[src/rtl/uart_rx_pkg.sv]
// ============================================================================
// Package     : uart_rx_pkg
// Description : Shared types and helpers for the parametrised UART-Rx SIPO
//               stage: receiver state encoding, parity-mode constants and the
//               frame-width calculation.
// Revision    : 1.0 - initial release
// ============================================================================
`default_nettype none

package uart_rx_pkg;

  // Receiver phases, in the order a frame passes through them
  typedef enum logic [2:0] {
    IDLE   = 3'd0,
    START  = 3'd1,
    DATA   = 3'd2,
    PARITY = 3'd3,
    STOP   = 3'd4
  } rx_state_t;

  // Values of parity_odd
  localparam logic c_PARITY_EVEN = 1'b0;
  localparam logic c_PARITY_ODD  = 1'b1;

  // Total bits on the line for one frame, start bit included
  function automatic int frame_width(input int data_bits,
                                     input int parity_en,
                                     input int stop_bits);
    return 1 + data_bits + parity_en + stop_bits;
  endfunction

endpackage

`default_nettype wire

[src/rtl/rx_majority_sampler.sv]
// ============================================================================
// Module      : rx_majority_sampler
// Description : Three-sample majority voter. The two earlier samples of a bit
//               window are held in a short shift register; the third sample
//               is the live line value on the vote edge, so the vote is
//               available combinationally on the edge it resolves.
// Revision    : 1.0 - initial release
// ============================================================================
`default_nettype none

module rx_majority_sampler (
  input  logic baud_clk,
  input  logic reset_n,
  input  logic sample_en,
  input  logic data_in,
  output logic vote
);

  logic [1:0] r_hist;

  // Shift in the line on each sampling tick; idle-high reset value
  always_ff @(posedge baud_clk or negedge reset_n) begin
    if (!reset_n) begin
      r_hist <= 2'b11;
    end else if (sample_en) begin
      r_hist <= {r_hist[0], data_in};
    end
  end

  assign vote = (r_hist[1] & r_hist[0]) |
                (r_hist[1] & data_in)   |
                (r_hist[0] & data_in);

endmodule

`default_nettype wire

[src/rtl/uart_rx_sipo_param.sv]
// ============================================================================
// Module      : uart_rx_sipo_param
// Description : Parametrised UART receiver, serial-in parallel-out. Samples
//               the line on the oversampling clock, votes over three samples
//               per bit and assembles start/data/parity/stop bits into a
//               parallel frame with error flags and a one-cycle completion
//               pulse. Completion happens mid stop bit so back-to-back frames
//               need no idle gap.
// Revision    : 1.0 - initial release
// ============================================================================
`default_nettype none

module uart_rx_sipo_param
  import uart_rx_pkg::*;
#(
  parameter int DATA_BITS  = 8,
  parameter int PARITY_EN  = 1,
  parameter int STOP_BITS  = 1,
  parameter int OVERSAMPLE = 16,
  parameter int FRAME_W    = frame_width(DATA_BITS, PARITY_EN, STOP_BITS)
) (
  input  logic                 baud_clk,
  input  logic                 reset_n,
  input  logic                 data_tx,
  input  logic                 parity_odd,
  output logic                 active_flag,
  output logic                 received_flag,
  output logic [FRAME_W-1:0]   data_parll,
  output logic [DATA_BITS-1:0] data_out,
  output logic                 parity_error,
  output logic                 stop_error,
  output logic                 start_glitch
);

  localparam int c_TICK_W = $clog2(OVERSAMPLE);
  localparam int c_IDX_W  = $clog2(FRAME_W);
  localparam int c_HALF   = OVERSAMPLE / 2;

  localparam logic [c_TICK_W-1:0] c_TICK_ONE   = c_TICK_W'(1);
  localparam logic [c_TICK_W-1:0] c_TICK_FIRST = c_TICK_W'(c_HALF - 1);
  localparam logic [c_TICK_W-1:0] c_TICK_MID   = c_TICK_W'(c_HALF);
  localparam logic [c_TICK_W-1:0] c_TICK_VOTE  = c_TICK_W'(c_HALF + 1);

  localparam logic [c_IDX_W-1:0]  c_IDX_ONE       = c_IDX_W'(1);
  localparam logic [c_IDX_W-1:0]  c_IDX_LAST_DATA = c_IDX_W'(DATA_BITS);
  localparam logic [c_IDX_W-1:0]  c_IDX_LAST      = c_IDX_W'(FRAME_W - 1);

  rx_state_t              r_state;
  rx_state_t              w_state_nxt;
  logic [c_TICK_W-1:0]    r_tick;
  logic [c_IDX_W-1:0]     r_idx;
  logic                   r_par_odd;
  logic [FRAME_W-2:0]     r_frame;
  logic                   r_received;
  logic                   r_glitch;
  logic [FRAME_W-1:0]     r_parll;
  logic [DATA_BITS-1:0]   r_dout;
  logic                   r_perr;
  logic                   r_serr;

  logic                   w_sample_en;
  logic                   w_vote;
  logic                   w_vote_edge;
  logic                   w_start;
  logic                   w_done;
  logic                   w_glitch;
  logic [FRAME_W-1:0]     w_frame_full;
  logic                   w_par_err;
  logic                   w_stop_err;

  // Samples are taken on the three ticks centred on mid-bit
  assign w_sample_en = (r_state != IDLE) &&
                       ((r_tick == c_TICK_FIRST) ||
                        (r_tick == c_TICK_MID)   ||
                        (r_tick == c_TICK_VOTE));
  assign w_vote_edge = (r_state != IDLE) && (r_tick == c_TICK_VOTE);

  rx_majority_sampler u_sampler (
    .baud_clk  (baud_clk),
    .reset_n   (reset_n),
    .sample_en (w_sample_en),
    .data_in   (data_tx),
    .vote      (w_vote)
  );

  // State register
  always_ff @(posedge baud_clk or negedge reset_n) begin
    if (!reset_n) begin
      r_state <= IDLE;
    end else begin
      r_state <= w_state_nxt;
    end
  end

  // Next-state and frame-event decode
  always_comb begin
    w_state_nxt = r_state;
    w_start     = 1'b0;
    w_done      = 1'b0;
    w_glitch    = 1'b0;
    case (r_state)
      IDLE: begin
        if (!data_tx) begin
          w_start     = 1'b1;
          w_state_nxt = START;
        end
      end
      START: begin
        if (w_vote_edge) begin
          if (w_vote) begin
            w_glitch    = 1'b1;
            w_state_nxt = IDLE;
          end else begin
            w_state_nxt = DATA;
          end
        end
      end
      DATA: begin
        if (w_vote_edge && (r_idx == c_IDX_LAST_DATA)) begin
          w_state_nxt = (PARITY_EN != 0) ? PARITY : STOP;
        end
      end
      PARITY: begin
        if (w_vote_edge) begin
          w_state_nxt = STOP;
        end
      end
      STOP: begin
        // Finish on the last stop vote, mid bit, so IDLE can catch the next start
        if (w_vote_edge && (r_idx == c_IDX_LAST)) begin
          w_done      = 1'b1;
          w_state_nxt = IDLE;
        end
      end
      default: begin
        w_state_nxt = IDLE;
      end
    endcase
  end

  // Tick and bit-index counters; the start-detect edge is tick 0
  always_ff @(posedge baud_clk or negedge reset_n) begin
    if (!reset_n) begin
      r_tick    <= '0;
      r_idx     <= '0;
      r_par_odd <= c_PARITY_EVEN;
    end else if (w_start) begin
      r_tick    <= c_TICK_ONE;
      r_idx     <= '0;
      r_par_odd <= parity_odd;
    end else if (w_done || w_glitch || (r_state == IDLE)) begin
      r_tick <= '0;
      r_idx  <= '0;
    end else begin
      r_tick <= r_tick + c_TICK_ONE;
      if (w_vote_edge) begin
        r_idx <= r_idx + c_IDX_ONE;
      end
    end
  end

  // Frame assembly: voted bits enter at the top, so bit 0 ends up at the bottom
  always_ff @(posedge baud_clk or negedge reset_n) begin
    if (!reset_n) begin
      r_frame <= '1;
    end else if (w_vote_edge) begin
      r_frame <= {w_vote, r_frame[FRAME_W-2:1]};
    end
  end

  // The final stop vote completes the frame in the same edge
  assign w_frame_full = {w_vote, r_frame};
  assign w_stop_err   = ~&w_frame_full[FRAME_W-1 -: STOP_BITS];

  generate
    if (PARITY_EN != 0) begin : g_parity
      // Expected bit is the data XOR-reduction, inverted for odd mode
      assign w_par_err = (^w_frame_full[DATA_BITS:1]) ^ r_par_odd ^
                         w_frame_full[DATA_BITS+1];
    end else begin : g_no_parity
      assign w_par_err = 1'b0;
    end
  endgenerate

  // Result registers: pulses every cycle, payload and flags only on completion
  always_ff @(posedge baud_clk or negedge reset_n) begin
    if (!reset_n) begin
      r_received <= 1'b0;
      r_glitch   <= 1'b0;
      r_parll    <= '1;
      r_dout     <= '0;
      r_perr     <= 1'b0;
      r_serr     <= 1'b0;
    end else begin
      r_received <= w_done;
      r_glitch   <= w_glitch;
      if (w_done) begin
        r_parll <= w_frame_full;
        r_dout  <= w_frame_full[DATA_BITS:1];
        r_perr  <= w_par_err;
        r_serr  <= w_stop_err;
      end
    end
  end

  assign active_flag   = (r_state != IDLE);
  assign received_flag = r_received;
  assign start_glitch  = r_glitch;
  assign data_parll    = r_parll;
  assign data_out      = r_dout;
  assign parity_error  = r_perr;
  assign stop_error    = r_serr;

endmodule

`default_nettype wire
[config.mk]
export PLATFORM = sky130hd
export DESIGN_NAME = uart_rx_sipo_param
export DESIGN_NICKNAME = d
export VERILOG_FILES = /design/src/rtl/uart_rx_pkg.sv /design/src/rtl/rx_majority_sampler.sv /design/src/rtl/uart_rx_sipo_param.sv
export SDC_FILE = /design/constraint.sdc
export NUM_CORES = 1
export LEC_CHECK = 0
export BUFFER_PORTS_ARGS = -buffer_cell sky130_fd_sc_hd__buf_2
export CORE_MARGIN = 8
export CORE_UTILIZATION = 45
export DETAILED_ROUTE_END_ITERATION = 6
export PLACE_DENSITY = 0.67
export SLEW_MARGIN = 20
export SYNTH_ARGS = -nofsm -noshare
export SYNTH_HDL_FRONTEND = slang
export SYNTH_SLANG_ARGS = --single-unit
[constraint.sdc]
create_clock -name baud_clk -period 1.6 [get_ports baud_clk]
set_input_delay 0.4 -clock baud_clk [delete_from_list [all_inputs] [get_ports baud_clk]]
set_output_delay 0.4 -clock baud_clk [all_outputs]
set_load 0.05 [all_outputs]
=== Word level (Yosys, flattened, before mapping) ===
Index checks and enable logic that the tools add are counted.

* Register bits: 47
* Bits in latches: 0
* Memory bits (writable): 0
* Bits in read-only memories: 0
* Memories kept: 0

* Add/subtract/negate cells: 2
* $mul: 0
* Div/mod/pow operators: 0
* $lt $le $gt $ge: 0
* Equal/unequal tests: 14
* Shift-type cells: 0
* Multiplexer cells: 19
* Bitwise logic cells: 7
* Reductions and logical operators: 14

{| class="wikitable"
|+ Operators with widths
! cell !! number
|-
| 4-bit two-way mux || 5
|-
| 4-bit equality test, second input constant || 4
|-
| 3-bit two-way mux || 5
|-
| 3-bit case mux with 5 select lines || 1
|-
| 2-bit != test, second input constant || 5
|-
| 4-bit by 1-bit adder with 4-bit output, second input constant || 2
|-
| 8-bit XOR reduction || 1
|-
| 1-bit two-way mux || 7
|-
| 3-bit by 2-bit equality test with 1-bit output, second input constant || 2
|-
| 3-bit nonzero test || 2
|-
| 5-bit AND reduction || 1
|-
| 4-bit by 3-bit equality test with 1-bit output, second input constant || 1
|-
| 1-bit logical AND || 4
|-
| 1-bit logical OR || 4
|-
| 1-bit bitwise AND || 3
|-
| 3-bit by 1-bit equality test with 1-bit output, second input constant || 1
|-
| 3-bit equality test, second input constant || 1
|-
| 3-bit zero test || 1
|-
| 2-bit two-way mux || 1
|-
| 1-bit OR || 2
|-
| 1-bit bitwise XOR || 2
|-
| 1-bit zero test || 1
|}

=== Logic depth before layout (Yosys ltp) ===
Gate-level depths: netlist (run 1).

* Depth after elaboration: 10
* Depth in mapped cells: 8
* Gate-level depth less buffers: 6

=== Cells and area by module ===
A second synthesis (run 1) with hierarchy kept.

* Cell total of the unflattened synthesis: 153
* Area, all modules: 2232.1 sq um

{| class="wikitable"
|+ By module, submodules not included
! module !! times used !! cells each !! area an instance (sq um) !! sequential area each (sq um)
|-
| uart_rx_sipo_param || 1 || 148 || 2145.8 || 1152.4
|-
| rx_majority_sampler || 1 || 5 || 86.3 || 52.6
|}

=== Worst setup path after synthesis (run 1) ===
OpenSTA, ideal clock, no wires.

* Path type: register -> register
* From: register r_tick[1]
* To: register r_perr (netlist: parity_error)
* Arrival: 1.523 ns
* Data required time: 1.475 ns
* Slack: -0.047 ns
* Cell stages (with the launch flop): 8
* Path buffers: 1
* Period minus slack after synthesis: 1.647 ns
* Path through: dfrtp_1 > inv_1 > ha_1 > and3b_1 > buf_2 > nand2_1 > nor2_1 > mux2_2

* Longest elaborated chain between the ends: 5

{| class="wikitable"
|+ RTL lines
! element !! RTL line !! RTL
|-
| start, declared || uart_rx_sipo_param.sv:50 || <nowiki>logic [c_TICK_W-1:0] r_tick;</nowiki>
|-
| start signal, assigned || uart_rx_sipo_param.sv:148 || <nowiki>r_tick <= c_TICK_ONE;</nowiki>
|-
| start signal, assigned || uart_rx_sipo_param.sv:155 || <nowiki>r_tick <= r_tick + c_TICK_ONE;</nowiki>
|-
| 4-bit equality test || uart_rx_sipo_param.sv:76 || <nowiki>assign w_vote_edge = (r_state != IDLE) && (r_tick == c_TICK_VOTE);</nowiki>
|-
| 1-bit logical AND || uart_rx_sipo_param.sv:76 ||
|-
| 1-bit logical AND || uart_rx_sipo_param.sv:130 || <nowiki>if (w_vote_edge && (r_idx == c_IDX_LAST)) begin</nowiki>
|-
| 1-bit two-way mux || uart_rx_sipo_param.sv:130 ||
|-
| 1-bit two-way mux || uart_rx_sipo_param.sv:101 || <nowiki>case (r_state)</nowiki>
|-
| via w_done || uart_rx_sipo_param.sv:65 || <nowiki>logic w_done;</nowiki>
|-
| end signal, assigned || uart_rx_sipo_param.sv:200 || <nowiki>r_perr <= w_par_err;</nowiki>
|-
| end, declared || uart_rx_sipo_param.sv:58 || <nowiki>logic r_perr;</nowiki>
|}

The timed path passes the listed nets, and every way through them passes these cells.
A chain may end at the register's enable or synchronous reset.

=== Worst setup path in the final report (run 1) ===
* From: register r_state[0]
* To: output port active_flag

* Longest elaborated chain between the ends: 1

{| class="wikitable"
|+ RTL lines
! element !! RTL line !! RTL
|-
| start, declared || uart_rx_sipo_param.sv:48 || <nowiki>rx_state_t r_state;</nowiki>
|-
| start signal, assigned || uart_rx_sipo_param.sv:91 || <nowiki>r_state <= w_state_nxt;</nowiki>
|-
| 3-bit nonzero test || uart_rx_sipo_param.sv:206 || <nowiki>assign active_flag = (r_state != IDLE);</nowiki>
|-
| end, declared || uart_rx_sipo_param.sv:26 || <nowiki>output logic active_flag,</nowiki>
|}

No other way between the ends.

==> results of run 1 <==
[power breakdown]
part	total, uW	switching [uW]	internal, uW
registers	1220	9.74	1210
logic	93.1	45.1	48.0
clock network	857	392	465
total	2170	447	1720
[timing repair]
| item | CTS | global route |
|---|---|---|
| gates cloned | 1 | 3 |
| endpoints found under the setup margin | 38 | 44 |
| pin swaps | 7 | 11 |
| resized for setup | 17 | 60 |
| buffers inserted | 9 | 5 |
[final cells by class]
cell class              instances  area, um^2  area share (%)
clock buffers                   5       68.82           2.299
repair buffers                 64       473.0           15.80
inverters                      23       86.33           2.885
multi-input cells             113        1030           34.41
well taps                      67       83.83           2.801
clock inverters                 3       43.79           1.463
flip-flops and latches         47        1207           40.34
[kinds of logic after synthesis]
logic type                 Yosys count  synth area share (%)
DFF                                 47                 54.78
and+or+nand+nor                     46                 10.52
buffers and inverters               32                 7.053
AOI/OAI and AO/OA                   26                 6.599
muxes                               19                 11.38
xor gates and xnor gates            13                 5.802
adders and majority gates            7                 3.868
[final timing paths]
path	startpoint	end	slack (ns)	cells past startpoint
setup / recovery	r_state[0]	active_flag	-0.09	2
hold / removal	reset_n	data_out[7]	0.08	2
setup reg to reg	r_tick[1]	data_parll[10]	-0.04	5
hold reg to reg	data_parll[2]	data_parll[2]	0.47	2
max in group asynchronous	reset_n	r_frame[1]	1.25	2
min in group baud_clk	parity_odd	r_par_odd	0.34	2
[worst max-delay path, stage by stage, from the launching register on]
cell and delay, ns:
dfrtp_2 0.42, or3_4 0.41, buf_8 0.16
[layer usage]
metal	share of wire [%]	track usage (%)	vias to the layer above
li1	-	-	750
met1	43	14.05	772
met2	50	19.80	31
met3	5.1	3.916	13
met4	2.1	4.459	0
met5	0	0	-
[cells in the final DEF (no fill, tap or decap), types with 8 or more instances in the layout]
cell,Yosys,routed
dfrtp_1,24,22
nor2_1,13,8
inv_1,23,21
buf_2,3,26
nand2_2,0,10
mux2_4,10,17
xnor2_1,9,9
buf_4,0,26
dfstp_2,23,23
o21ai_1,0,9
buf_6,2,10
[sequential cells by signal, summed over array words and instances, names as in the netlist]
| name | cells |
|---|---|
| data_out | 8 |
| data_parll | 11 |
| parity_error | 1 |
| r_frame | 10 |
| r_idx | 4 |
| r_par_odd | 1 |
| r_state | 3 |
| r_tick | 4 |
| received_flag | 1 |
| start_glitch | 1 |
| stop_error | 1 |
| u_sampler.r_hist | 2 |
[stage by stage]
step	area [um^2]	instances	hold slack (ns)	setup slack [ns]
after floorplan	2206	190	0.1044	-0.01116
after global placement	2547	298	0.4002	-0.05048
after detailed placement	2547	298	0.4015	-0.1081
after CTS	2760	315	0.08294	-0.09883
after global routing	2993	322	0.08708	-0.1181
final	2993	322	0.08098	-0.08559
==> results_dict.tcl, run 1 <==
set metrics [dict create \
    outcome "finished, violations left" \
    violations "negative setup slack" \
    setup-tns-final_ns -0.5802 \
    synth_area_leaders "dfstp_2, dfrtp_1, mux2_4" \
    coreArea_mm2 0.004723 \
    dieArea_mm2 0.007381 \
    maxCapViolCount 0 \
    root_buffer "clkbuf_8" \
    cts_made_buffers 5 \
    antenna_found_initial 0 \
    min_period_over_period_pct 105.3 \
    finalWorstSetupSlack_ns -0.08559 \
    synth_cells 190 \
    cts_tree "yes" \
    pin_count 28 \
    cts.htree.levels 2 \
    synth_top_area_cell "dfstp_2" \
    drtPass1Iterations 4 \
    period_needed_ns 1.686 \
    insertion_delay_ns 0.29 \
    antenna_left 0 \
    fin_nets 264 \
    synth_edf_count 0 \
    synth_ff_type "dfrtp_1" \
    ys_seq_area_share_pct 54.78 \
    worstPathRequired_ns 1.20 \
    cts_sinks 47 \
    synth_top_area_share_pct 27.47 \
    gp_congestion 0.7938 \
    wl_per_cell_um 14.38 \
    synth_cell_types 38 \
    synthToLayoutAreaGrowth_pct 36.06 \
    syn_area_mm2 0.002200 \
    yosys_warnings 0 \
    dp_hpwl_um 2796 \
    slew_violations 0 \
    hold_viol 0 \
    ys_top_cells_by_count "dfrtp_1, dfstp_2, inv_1" \
    vias_per_cell 4.863 \
    critPathCaptureType "output port" \
    setup_viol 24 \
    grt_pass1_vias 1540 \
    slew_headroom_pct 77.49 \
    hp-class "in -> async" \
    synthArstFlopShare_pct 100.0 \
    drtIter0Drc 73 \
    rsz0062_at_grt "yes" \
    grt_max_degree 48 \
    crit_type "reg -> out" \
    initial_utilization_pct 46.57 \
    routed_wl_um 4631 \
    finish.utilization_pct 63.36 \
    power_density_mw_per_mm2 723.8 \
    grt_pass1_wl_um 7134 \
    overflow 0 \
    clock_skew_ns 0.003290 \
    path_clk_slew_ns 0.08 \
    start_kind "register" \
    yosysMostFrequentCell "dfrtp_1" \
    fmax_mhz 593.3 \
    drive_above_1_share_pct 59.61 \
    crit_arrival_ns 1.29 \
    diodes 0 \
    drc 0 \
    syn-num-nets 200 \
    die_h_um 85.92 \
    synth_area_per_cell_um2 11.58 \
    fillers 365 \
    p_leak_uw 0.001392 \
    ys_ff_latch 47 \
    grt_usage_pct 11.97 \
    row_count 25 \
    num_vias 1566 \
    p_total_uw 2166 \
    path_max_fanout 2 \
    cts_buffer_depth 2 \
    die_x_um 85.92 \
    worst_slew_pin_slew_ns 0.3364 \
    cts_hold_buf 0 \
    numPortBuffers 27 \
    ir_worst_vdd_mv 0.4287 \
]
Power figures use the tool's default switching activity.
==> inputs of run 2 (changes only) <==
Settings changed: RECOVER_POWER set to 100.
==> results_dict.tcl, run 2 (synthesized netlist as in run 1, its figures left out) <==
set metrics [dict create \
    slew_headroom_pct 23.81 \
    outcome "finished, violations left" \
    cts_made_buffers 5 \
    pin_count 28 \
    violations "negative setup slack" \
    worst_slew_pin_slew_ns 1.143 \
    p_sw_uw 446.6 \
    crit_type "reg -> out" \
    place_inst 298 \
    drtIter0Drc 71 \
    antenna_left 0 \
    grt_max_degree 48 \
    p_int_uw 1715 \
    die_h_um 85.92 \
    cts_sinks 47 \
    largest_reg_flops 11 \
    vias_per_cell 4.879 \
    p_seq_share_pct 56.2 \
    wl_per_cell_um 14.57 \
    crit_arrival_ns 1.29 \
    drc 0 \
    finalWorstSetupSlack_ns -0.08629 \
    rsz0062_at_grt "yes" \
    cts_buffer_depth 2 \
    grt_usage_pct 11.97 \
    min_period_over_period_pct 105.4 \
    insertion_delay_ns 0.29 \
    fillers 368 \
    fin_nets 264 \
    cts.htree.levels 2 \
    worstPathRequired_ns 1.20 \
    grt_pass1_wl_um 7134 \
    period_needed_ns 1.686 \
    layout_common_cells "buf_4, clkbuf_2, dfstp_2" \
    diodes 0 \
    path_clk_slew_ns 0.09 \
    grt_pass1_vias 1540 \
    gp_congestion 0.7938 \
    ir_worst_vdd_mv 0.4284 \
    critPathCaptureType "output port" \
    die_x_um 85.92 \
    coreArea_mm2 0.004723 \
    cts_hold_buf 0 \
    p_leak_uw 0.001367 \
    maxCapViolCount 0 \
    cts_tree "yes" \
    whs_ns 0.3389 \
    setup_viol 39 \
    p_clk_share_pct 39.7 \
    start_kind "register" \
    swShare_pct 20.66 \
    power_density_mw_per_mm2 728.8 \
    slew_violations 0 \
    initial_utilization_pct 46.57 \
    routed_wl_um 4691 \
    clock_skew_ns 0.003181 \
    row_count 25 \
    dieArea_mm2 0.007381 \
    hold_viol 0 \
    dp_hpwl_um 2796 \
    drive_above_1_share_pct 59.22 \
    root_buffer "clkbuf_8" \
    hp-class "in -> reg" \
    drtPass1Iterations 4 \
    pwr-share-comb_pct 4.1 \
    overflow 0 \
    synthToLayoutAreaGrowth_pct 34.81 \
    num_vias 1571 \
    multi_input_area_mm2 0.001017 \
    layout_commonest_cell "buf_4" \
    fmax_mhz 593.0 \
    seq_area_mm2 0.001207 \
    instances_no_fill 322 \
    path_max_fanout 2 \
    numPortBuffers 27 \
    antenna_found_initial 0 \
]
## run 2: cell types whose count changed in the layout (fill, tap and decap cells not counted), sizes merged
cell and change:
buf -24, clkbuf +24
## run 2: path summary, 6_finish.rpt
kind / from / to / slack (ns) / depth (start not counted)
max: r_state[0] / active_flag / -0.09 / 2
max in group asynchronous: reset_n / r_state[0] / 0.43 / 2
max reg2reg: r_tick[1] / data_parll[10] / -0.07 / 5
min in group asynchronous: reset_n / data_out[7] / 0.41 / 2
min reg2reg: data_parll[2] / data_parll[2] / 0.47 / 2
min: parity_odd / r_par_odd / 0.34 / 2
## run 2: per-stage QoR
step | utilization [%] | cell area [um^2] | power [uW] | setup WS, ns | TNS (ns)
after floorplan | - | 2206 | 1274 | -0.01116 | -0.1182
after global placement | 53.93 | 2547 | 1325 | -0.05048 | -0.2422
after detailed placement | 53.93 | 2547 | 1327 | -0.1081 | -1.997
after CTS | 58.44 | 2760 | 2187 | -0.09883 | -0.1167
after global routing | 62.78 | 2965 | 2231 | -0.1302 | -3.742
final | 62.78 | 2965 | 2161 | -0.08629 | -1.483
## run 2: power by group through the flow
stage               Sequential [uW]  Combinational, uW  Clock [uW]
global route                   1220               98.6         915
detailed placement             1240               91.1           0
CTS                            1210               92.6         880
finish                         1220               88.1         858
global placement               1240               89.3           0
floorplan                      1230               39.7           0
## run 2: per-layer routing
metal	global-route usage, %	wire [um]
met5	0	0
met4	4.459	61
met3	3.916	258
met2	19.80	2360
met1	14.05	2010
## run 2: what timing repair did
item	in CTS	in global routing
setup endpoints to repair	38	44
gates resized for setup	17	60
setup buffers	9	5
gates cloned	1	3
pin swaps	7	11
## run 2: cell type report
| type | count | share of cell area (%) |
|---|---|---|
| Inverter | 23 | 2.911 |
| Multi-Input combinational cell | 113 | 34.30 |
| Clock buffer | 5 | 2.321 |
| Clock inverter | 3 | 1.477 |
| Sequential cell | 47 | 40.72 |
| Tap cell | 67 | 2.827 |
| Timing Repair Buffer | 64 | 15.44 |
## run 2: worst max-delay path, cell delays in order (launching register included)
cell and delay (ns):
dfrtp_2 0.42, or3_4 0.41, buf_8 0.16
==> inputs of run 3 (changes only) <==
Settings changed: CELL_PAD_IN_SITES_DETAIL_PLACEMENT set to 0, CELL_PAD_IN_SITES_GLOBAL_PLACEMENT set to 2, CORE_ASPECT_RATIO set to 0.7, CORE_UTILIZATION 45 to 34, PLACE_DENSITY 0.67 to unset, PLACE_DENSITY_LB_ADDON set to 0.1.
==> results_dict.tcl, run 3 (synthesized netlist as in run 1, its figures left out) <==
set metrics [dict create \
    outcome "finished, violations left" \
    violations "negative setup slack" \
    num_vias 1538 \
    critPathSlowestCell "dfrtp_2" \
    p_leak_uw 0.001524 \
    place_area_mm2 0.002589 \
    coreArea_mm2 0.006246 \
    overflow 0 \
    crit_arrival_ns 1.29 \
    grt_max_degree 48 \
    instances_no_fill 337 \
    crit_chain "or3_4 -> buf_8" \
    cts_tree "yes" \
    synthToLayoutAreaGrowth_pct 43.80 \
    power_density_mw_per_mm2 657.0 \
    r2r_slack_ns -0.07 \
    fin_nets 268 \
    wl_per_cell_um 14.69 \
    drc 0 \
    diodes 0 \
    layout_common_cells "buf_4, clkbuf_2, dfstp_2" \
    row_count 24 \
    cts.htree.levels 2 \
    root_buffer "clkbuf_8" \
    final_area_mm2 0.003163 \
    drive_above_1_share_pct 64.09 \
    gp_congestion 0.7907 \
    drtIter0Drc 39 \
    setup_viol 8 \
    start_kind "register" \
    grt_usage_pct 10.75 \
    worstPathRequired_ns 1.20 \
    drtPass1Iterations 4 \
    place_inst 311 \
    vias_per_cell 4.564 \
    layout_commonest_cell "buf_4" \
    worstReg2RegStart "r_tick[1]" \
    dieArea_mm2 0.009340 \
    period_needed_ns 1.688 \
    grt_pass1_wl_um 8176 \
    dp_hpwl_um 3063 \
    cp_slowest_stage_delay_ns 0.43 \
    maxCapViolCount 0 \
    grt_pass1_vias 1612 \
    dp_slack_ns -0.1096 \
    crit_type "reg -> out" \
    fmax_mhz 592.5 \
    die_h_um 83.30 \
    cts_buffer_depth 2 \
    path_clk_slew_ns 0.09 \
    largest_reg_flops 11 \
    cts_made_buffers 5 \
    slew_violations 0 \
    min_from "parity_odd" \
    insertion_delay_ns 0.29 \
    antenna_found_initial 0 \
    min_period_over_period_pct 105.5 \
    min_path_cells 2 \
    hp-class "in -> reg" \
    numPortBuffers 27 \
    r2r_end "data_parll[10]" \
    clock_skew_ns 0.008340 \
    initial_utilization_pct 35.22 \
    slew_headroom_pct 21.90 \
    hold_viol 0 \
    reg2reg_depth 6 \
    finalWorstSetupSlack_ns -0.08782 \
    path_max_fanout 2 \
    holdPathEnd "r_par_odd" \
    whs_ns 0.3387 \
    cts_sinks 47 \
    antenna_left 0 \
    pin_count 28 \
    worst_slew_pin_slew_ns 1.171 \
    rsz0062_at_grt "yes" \
    routed_wl_um 4950 \
    ir_worst_vdd_mv 0.4350 \
    critPathCaptureType "output port" \
    die_x_um 112.1 \
]
==> run 3: cell count changes in the layout (fill, tap and decap cells not counted), moves of 3 or more <==
cell / previous run / this run
nor2_1: 8 / 11
o21ai_1: 9 / 1
nand2_4: 1 / 8
o21ai_2: 4 / 15
buf_6: 10 / 7
nand2_2: 10 / 2
o21ai_0: 4 / 0
==> run 3: worst max-delay path: cells and delay by family (launching register included) <==
| kind | cells | cell delay, ns |
|---|---|---|
| flops | 1 | 0.43 |
| simple gates | 1 | 0.41 |
| buf+inv | 1 | 0.16 |
==> run 3: power by group <==
| group | internal, uW | switching, uW |
|---|---|---|
| combinational | 54.2 | 50.9 |
| clock | 353 | 405 |
| sequential | 1210 | 8.36 |
| total | 1610 | 465 |
==> run 3: layout make-up <==
| cell class | instances | area [um^2] |
|---|---|---|
| Inverter | 23 | 86.33 |
| Timing Repair Buffer | 69 | 554.3 |
| Tap cell | 78 | 97.59 |
| Multi-Input combinational cell | 112 | 1119 |
| Clock inverter | 2 | 16.27 |
| Sequential cell | 47 | 1207 |
| Fill cell | 566 | 3083 |
| Clock buffer | 6 | 82.58 |
==> run 3: metrics by stage <==
stage	total power [uW]	TNS (ns)	util, %
finish	2078	-0.4184	50.64
global route	2183	-1.980	50.64
CTS	2115	-0.1553	46.35
detailed placement	1327	-1.462	41.45
global placement	1324	-0.5454	41.45
floorplan	1274	-0.1182	-
==> run 3: how the worst max path moves through the flow <==
stage	slack, ns	cells past startpoint	from	to
3_5_place_dp	-0.11	6	r_tick[1]	data_parll[10]
5_1_grt	-0.14	9	r_tick[1]	r_idx[3]
4_1_cts	-0.1	2	r_state[0]	active_flag
6_report	-0.09	2	r_state[1]	active_flag
2_1_floorplan	-0.01	6	r_state[0]	r_frame[0]
3_3_place_gp	-0.06	6	r_tick[1]	data_parll[10]
==> run 3: repair_timing <==
item	4_1_cts	5_1_grt
buffers inserted	10	6
setup endpoints to repair	28	39
resized for setup	20	81
gates cloned	3	0
pin swaps	7	21
hold buffers	0	0
==> run 3: per-layer routing <==
metal	wire [um]	vias up	GRT usage, %	share of wire [%]
li1	-	761	-	-
met2	2168	26	14.88	44
met3	218	2	3.396	4.4
met1	2549	749	15.76	51
met4	15	0	2.195	0.30
met5	0	-	0	0
